`config.mk`:
```
export PLATFORM = sky130hd
export DESIGN_NAME = gpio_defaults_scanner
export DESIGN_NICKNAME = d
export VERILOG_FILES = /design/src/rtl/gpio_scan_pkg.sv /design/src/rtl/gpio_scan_idx_seq.sv /design/src/rtl/gpio_defaults_scanner.sv
export SDC_FILE = /design/constraint.sdc
export NUM_CORES = 2
export LEC_CHECK = 0
export ABC_AREA = 0
export CAP_MARGIN = 15
export CORE_AREA = 2 2 439 441
export CTS_BUF_LIST = sky130_fd_sc_hd__clkbuf_16
export DETAILED_ROUTE_END_ITERATION = 8
export DIE_AREA = 0 0 441 443
export GPL_TIMING_DRIVEN = 0
export MAX_ROUTING_LAYER = met4
export PLACE_DENSITY_LB_ADDON = 0.25
export SETUP_SLACK_MARGIN = 0.4
export SYNTH_ARGS = -nofsm -noshare
export SYNTH_HDL_FRONTEND = slang
export SYNTH_SLANG_ARGS = --single-unit
```
`constraint.sdc`:
```
create_clock -name wb_clk_i -period 3.1 [get_ports wb_clk_i]
set_input_delay 0.465 -clock wb_clk_i [delete_from_list [all_inputs] [get_ports wb_clk_i]]
set_output_delay 0.465 -clock wb_clk_i [all_outputs]
set_load 0.05 [all_outputs]
```
`src/rtl/gpio_scan_pkg.sv`:
```
// Shared types and constants for the GPIO defaults scanner.
package gpio_scan_pkg;

    localparam int unsigned DEF_NUM_GPIO = 38;
    localparam int unsigned DEF_CFG_W    = 13;
    localparam int unsigned DEF_REV_W    = 32;
    localparam int unsigned DEF_IDX_W    = 6;

    localparam logic REC_KIND_PAD = 1'b0;
    localparam logic REC_KIND_REV = 1'b1;

    typedef enum logic [1:0] {
        StIdle,
        StScan,
        StRev,
        StFin
    } scan_state_e;

endpackage

```
`src/rtl/gpio_scan_idx_seq.sv`:
```
// Pad index counter: reports the skip bit and last-pad flag of the current index.
module gpio_scan_idx_seq
    import gpio_scan_pkg::*;
#(
    parameter int unsigned NUM_GPIO = DEF_NUM_GPIO,
    parameter int unsigned IDX_W    = DEF_IDX_W
) (
    input  logic                clk_i,
    input  logic                rst_i,
    input  logic                clear_i,
    input  logic                advance_i,
    input  logic [NUM_GPIO-1:0] skip_i,
    output logic [IDX_W-1:0]    idx_o,
    output logic                skip_o,
    output logic                last_o
);

    localparam logic [IDX_W-1:0] LastIdx = IDX_W'(NUM_GPIO - 1);

    logic [IDX_W-1:0] idx_q, idx_d, base;

    // clear acts in the same cycle so the launch cycle can already work on pad 0
    always_comb begin
        base  = clear_i ? '0 : idx_q;
        idx_d = base;
        if (advance_i) begin
            idx_d = (base == LastIdx) ? '0 : base + IDX_W'(1);
        end
    end

    always_ff @(posedge clk_i) begin
        if (rst_i) begin
            idx_q <= '0;
        end else begin
            idx_q <= idx_d;
        end
    end

    assign idx_o  = base;
    assign skip_o = skip_i[base];
    assign last_o = (base == LastIdx);

endmodule

```
`src/rtl/gpio_defaults_scanner.sv`:
```
// Snapshots GPIO default words and mask revision, then streams one record per pad plus revision.
module gpio_defaults_scanner
    import gpio_scan_pkg::*;
#(
    parameter int unsigned NUM_GPIO = DEF_NUM_GPIO,
    parameter int unsigned CFG_W    = DEF_CFG_W,
    parameter int unsigned REV_W    = DEF_REV_W,
    parameter int unsigned IDX_W    = DEF_IDX_W
) (
    input  logic                      wb_clk_i,
    input  logic                      wb_rst_i,
    input  logic                      start,
    input  logic [NUM_GPIO-1:0]       skip_mask,
    input  logic [NUM_GPIO*CFG_W-1:0] gpio_defaults_in,
    input  logic [NUM_GPIO*CFG_W-1:0] expect_in,
    input  logic [REV_W-1:0]          mask_rev,
    output logic                      rec_valid,
    input  logic                      rec_ready,
    output logic                      rec_kind,
    output logic [IDX_W-1:0]          rec_index,
    output logic [REV_W-1:0]          rec_data,
    output logic                      rec_mismatch,
    output logic                      busy,
    output logic                      done,
    output logic [IDX_W:0]            mismatch_count
);

    scan_state_e state_q, state_d;

    logic [NUM_GPIO*CFG_W-1:0] snap_cfg_q, snap_exp_q, cur_cfg, cur_exp;
    logic [NUM_GPIO-1:0]       snap_skip_q, cur_skip_vec;
    logic [REV_W-1:0]          snap_rev_q;

    logic             rec_valid_q, rec_valid_d, rec_kind_q, rec_kind_d;
    logic [IDX_W-1:0] rec_index_q, rec_index_d;
    logic [REV_W-1:0] rec_data_q, rec_data_d;
    logic             rec_mismatch_q, rec_mismatch_d;
    logic [IDX_W:0]   mcnt_q, mcnt_d;

    logic             launch, advance, cur_skip, idx_last, hs, can_load, pad_step;
    logic [IDX_W-1:0] idx;
    logic [CFG_W-1:0] cur_word, cur_expect;

    // In the launch cycle the snapshot is not loaded yet, so pad 0 is taken from the live inputs.
    assign launch       = (state_q == StIdle) && start;
    assign cur_cfg      = launch ? gpio_defaults_in : snap_cfg_q;
    assign cur_exp      = launch ? expect_in : snap_exp_q;
    assign cur_skip_vec = launch ? skip_mask : snap_skip_q;
    assign cur_word     = cur_cfg[CFG_W*idx +: CFG_W];
    assign cur_expect   = cur_exp[CFG_W*idx +: CFG_W];

    gpio_scan_idx_seq #(
        .NUM_GPIO (NUM_GPIO),
        .IDX_W    (IDX_W)
    ) u_idx_seq (
        .clk_i     (wb_clk_i),
        .rst_i     (wb_rst_i),
        .clear_i   (launch),
        .advance_i (advance),
        .skip_i    (cur_skip_vec),
        .idx_o     (idx),
        .skip_o    (cur_skip),
        .last_o    (idx_last)
    );

    always_comb begin
        state_d        = state_q;
        rec_valid_d    = rec_valid_q;
        rec_kind_d     = rec_kind_q;
        rec_index_d    = rec_index_q;
        rec_data_d     = rec_data_q;
        rec_mismatch_d = rec_mismatch_q;
        mcnt_d         = mcnt_q;
        advance        = 1'b0;
        pad_step       = 1'b0;
        hs             = rec_valid_q && rec_ready;
        can_load       = !rec_valid_q || hs;

        if (hs) begin
            rec_valid_d = 1'b0;
            if (rec_mismatch_q && (mcnt_q != '1)) begin
                mcnt_d = mcnt_q + (IDX_W+1)'(1);
            end
        end

        unique case (state_q)
            StIdle: begin
                if (start) begin
                    mcnt_d   = '0;
                    state_d  = StScan;
                    pad_step = 1'b1;
                end
            end
            StScan: pad_step = 1'b1;
            StRev: begin
                if (rec_valid_q && (rec_kind_q == REC_KIND_REV)) begin
                    if (hs) state_d = StFin;
                end else if (can_load) begin
                    rec_valid_d    = 1'b1;
                    rec_kind_d     = REC_KIND_REV;
                    rec_index_d    = '0;
                    rec_data_d     = snap_rev_q;
                    rec_mismatch_d = 1'b0;
                end
            end
            StFin:   state_d = StIdle;
            default: state_d = StIdle;
        endcase

        if (pad_step) begin
            if (cur_skip) begin
                advance = 1'b1;
            end else if (can_load) begin
                advance        = 1'b1;
                rec_valid_d    = 1'b1;
                rec_kind_d     = REC_KIND_PAD;
                rec_index_d    = idx;
                rec_data_d     = REV_W'(cur_word);
                rec_mismatch_d = (cur_word != cur_expect);
            end
            if (advance && idx_last) state_d = StRev;
        end
    end

    always_ff @(posedge wb_clk_i) begin
        if (wb_rst_i) begin
            state_q        <= StIdle;
            snap_cfg_q     <= '0;
            snap_exp_q     <= '0;
            snap_skip_q    <= '0;
            snap_rev_q     <= '0;
            rec_valid_q    <= 1'b0;
            rec_kind_q     <= 1'b0;
            rec_index_q    <= '0;
            rec_data_q     <= '0;
            rec_mismatch_q <= 1'b0;
            mcnt_q         <= '0;
        end else begin
            state_q        <= state_d;
            rec_valid_q    <= rec_valid_d;
            rec_kind_q     <= rec_kind_d;
            rec_index_q    <= rec_index_d;
            rec_data_q     <= rec_data_d;
            rec_mismatch_q <= rec_mismatch_d;
            mcnt_q         <= mcnt_d;
            if (launch) begin
                snap_cfg_q  <= gpio_defaults_in;
                snap_exp_q  <= expect_in;
                snap_skip_q <= skip_mask;
                snap_rev_q  <= mask_rev;
            end
        end
    end

    assign rec_valid      = rec_valid_q;
    assign rec_kind       = rec_kind_q;
    assign rec_index      = rec_index_q;
    assign rec_data       = rec_data_q;
    assign rec_mismatch   = rec_mismatch_q;
    assign mismatch_count = mcnt_q;
    assign busy           = (state_q == StScan) || (state_q == StRev);
    assign done           = (state_q == StFin);

endmodule

```
==> flow_summary.rst <==
.. list-table::
   :header-rows: 1

   * - Metric
     - Value
   * - Terminus of the critical flop-to-flop path
     - rec_mismatch
   * - Post-layout min period
     - 3650 ps
   * - Inserted Clock Buffers
     - 132
   * - Post-route setup slack
     - -555 ps
   * - Distinct cell type count after synthesis
     - 78
   * - Top-area cell type share of the netlist area
     - 46.7%
   * - Pin count of the biggest net entering global routing
     - 17
   * - Share of cells above drive strength 1
     - 24.4%
   * - Drt first-iter violations
     - 6445
   * - Cell area after synthesis
     - 47700 µm²
   * - Arrival time at the worst endpoint
     - 4360 ps
   * - Startpoint class of the critical path
     - flop
   * - Violated checks
     - negative setup slack
   * - Number of antenna violations at the first check in global routing
     - 51
   * - Fraction of the yosys area taken by sequential cells
     - 46.7%
   * - Routing usage on met1
     - 42.9%
   * - Synth area leader
     - dfxtp_1
   * - Origin of the worst setup path
     - u_idx_seq.idx_q[1]
   * - End of the critical path
     - rec_mismatch
   * - Clock buffer depth
     - 3
   * - Most instantiated library cell after synthesis
     - nand2_1
   * - Max-slew violations
     - 0
   * - Number of H-tree levels
     - 4
   * - Count of flip-flops with a built-in enable after synthesis
     - 0
   * - Clock Latency Late Sink
     - 840 ps
   * - Die area
     - 195000 µm²
   * - Max-Slew Margin vs Limit
     - 18.0%
   * - Final RePlAce weighted congestion
     - 0.975
   * - Total of max-cap violations
     - 0
   * - Flops & latches, synth
     - 1114
   * - Post-synthesis instance total
     - 6001
   * - Crit-path most repeated cell
     - buf_4
   * - Num rows
     - 161
   * - Setup slack of the most critical reg-to-reg path
     - -550 ps
   * - Chip width
     - 441 µm
   * - Starting density of the core
     - 25.0%
   * - Leakage power summed over all cells
     - 29.8 nW
   * - Share of flip-flops with an asynchronous set or reset after synthesis
     - 0%
   * - Tcrit/Tclk final
     - 118%
   * - Core utilization of the finished layout
     - 41.4%
   * - Startpoint of the most critical hold path
     - gpio_defaults_in[248]
   * - Via Count
     - 55600
   * - Sinks on the clock net
     - 1114
   * - Synthesis-to-finish area growth
     - 65.9%
   * - Status
     - complete, but fails checks
   * - Worst clock skew
     - 49.4 ps
   * - Hold-fix buffers, CTS
     - 0
   * - Number of synthesis warnings
     - 0
   * - Non-filler cells, final
     - 10200
   * - Element type at the critical path end
     - flop
   * - Final hold violations
     - 0
   * - Average wire length per cell after detail routing
     - 36.8 µm
   * - Achievable Freq
     - 0.274 GHz
   * - CTS tree
     - built
   * - Type of the tightest min-delay check
     - input pin to flop
   * - Total I/O pin count
     - 1112
   * - Most used flip-flop cell after synthesis
     - dfxtp_1
   * - Most instantiated cells after synthesis
     - 2271 x nand2_1, 1174 x a21oi_1, 1114 x dfxtp_1
   * - Dpl hpwl
     - 281000 µm
   * - First-pass GRT wire length
     - 463000 µm
   * - Total gr overflow
     - 0
   * - Count of endpoints failing setup in the final report
     - 547
   * - PortBufs
     - 1109
   * - Library cell used as clock root buffer
     - clkbuf_16
   * - Avg Inst Size Synth
     - 7.95 µm²
   * - Number of global-route vias before repair
     - 51400
   * - Antenna Nets Post-Route
     - 0
   * - R2R Path Start
     - u_idx_seq.idx_q[1]
   * - Post-placement cell count
     - 9671
   * - Critical-path cell with the highest stage delay
     - o32ai_1
   * - Post-synth net total
     - 7068
   * - Clock Pin Slew Worst Setup and Hold Paths
     - 80 ps
   * - Number of iterations in the first detailed-routing pass
     - 6
   * - Final-layout fill cell count
     - 19100
   * - Setup repair after global routing missed its margin
     - yes
   * - Type of the worst setup path
     - flop to flop
   * - Longest individual stage delay on the worst path
     - 480 ps
   * - Global router's overall resource usage
     - 36.7%
   * - Highest ir drop seen on vdd
     - 549 µV
   * - Final routed wirelength across all metal layers
     - 377000 µm
   * - Fin nets
     - 8657
   * - Overall power of the completed layout
     - 44.5 mW
   * - Hold path cells
     - 3
   * - DP Worst Slack
     - -3060 ps
   * - GR Layer Usage met3
     - 9.30%
   * - Data required time at the worst endpoint
     - 3800 ps
   * - Via/cell ratio
     - 5.43
   * - Top cells by area in the synthesized netlist
     - dfxtp_1 47%, nand2_1 18%, a21oi_1 12%
   * - Busiest layer in global routing
     - met2
   * - Standard cell core area
     - 191000 µm²
   * - Critical path fanouts, max
     - 12
   * - Met2 Usage GRT
     - 56.5%
   * - Cell area power density
     - 563 nW/µm²
   * - Worst reg2reg path depth
     - 13
   * - Die height
     - 443 µm
   * - Worst Hold Margin
     - 178 ps
   * - Total DRC errors in the routed layout
     - 0
   * - Crit path cell chain
     - buf_4, nand2b_1, buf_4, clkbuf_8, buf_4, nor3_1, o32ai_1, o21ai_2, o311a_4, xnor2_1, nand3_1, nor4_2, a31oi_1
   * - Slew @ Worst Pin
     - 1230 ps
==> kinds of logic after synthesis <==
kind of cell    Yosys count  share of synthesized area [%]
simple gates           2500                           20.3
flops                  1114                           46.7
compound gates         1546                           17.9
xor+xnor                 19                          0.349
fa+ha+maj                 5                          0.131
buf+inv                 517                           5.02
mux                     300                           9.56
==> routing by layer <==
layer,up-vias,part of all wire (%)
li1,23700,-
met1,27400,38
met2,3500,45
met3,1020,9.6
met4,0,7.9
met5,-,0
==> placed cells by master, fill, tap and decap left out, drive strengths merged, types with 8 or more instances in the layout <==
| cell type | instances |
|---|---|
| nor2 | 87 |
| a31oi | 20 |
| mux2 | 37 |
| o22ai | 43 |
| nand3 | 28 |
| nand2 | 2271 |
| o21ai | 93 |
| xor2 | 9 |
| inv | 31 |
| dfxtp | 1114 |
| nor3 | 29 |
| mux4 | 115 |
| or3 | 11 |
| clkinv | 62 |
| a21oi | 1176 |
| and3 | 16 |
| a2bb2oi | 8 |
| a211oi | 45 |
| diode | 38 |
| clkdlybuf4s50 | 1109 |
| buf | 543 |
| o221ai | 35 |
| a311oi | 10 |
| o211ai | 23 |
| nor2b | 18 |
| mux2i | 148 |
| nand2b | 9 |
| a221oi | 19 |
| xnor2 | 10 |
| clkbuf | 445 |
| nand4 | 10 |
==> state kept, by name, summed over array words and instances (netlist names), named ones only <==
register / count
rec_valid: 1
rec_data: 32
rec_mismatch: 1
snap_rev_q: 32
u_idx_seq.idx_q: 6
mismatch_count: 7
snap_cfg_q: 494
state_q: 2
snap_exp_q: 494
snap_skip_q: 38
rec_kind: 1
==> final cells by class <==
cell class / count / area [µm²] / share of cell area (%)
Antenna cell: 38 / 95.1 / 0.120
Buffer: 509 / 5440 / 6.87
Clock buffer: 133 / 3330 / 4.20
Clock inverter: 96 / 746 / 0.942
Inverter: 7 / 35.0 / 0.0443
Multi-Input combinational cell: 4370 / 27900 / 35.2
Sequential cell: 1114 / 22300 / 28.2
Tap cell: 2526 / 3160 / 3.99
Timing Repair Buffer: 1456 / 16100 / 20.4
==> worst min path at each step <==
stage / end / slack, ps
floorplan: snap_cfg_q[145] / 430
global placement: snap_cfg_q[122] / 440
detailed placement: snap_cfg_q[113] / 440
CTS: snap_cfg_q[248] / 140
global route: snap_cfg_q[346] / 190
finish: snap_cfg_q[248] / 180
==> through the flow <==
stage	setup TNS [ps]	cell area, µm²
4_1_cts	-24660	70100
6_report	-28750	79200
3_3_place_gp	-2585170	62000
2_1_floorplan	0	47700
3_5_place_dp	-2541580	62600
5_1_grt	-26350	79100
==> critical path: cells and delay by family, from the launching register on <==
family / cells / cell delay (ps)
compound gates: 4 / 1090
xor+xnor: 1 / 170
buf+inv: 4 / 1410
flops: 1 / 310
simple gates: 4 / 540
==> what timing repair did <==
item / CTS / global route
gates resized for setup: 669 / 1765
endpoints found under the setup margin: 1117 / 1109
pin swaps: 28 / 225
setup buffers: 94 / 140
gates cloned: 2 / 76
==> power by group <==
group / switching (mW) / internal, mW
logic: 7.78 / 5.56
registers: 0.659 / 15.3
clock network: 6.95 / 8.28
total: 15.4 / 29.1
No activity file was read; power rests on OpenSTA's default activity.
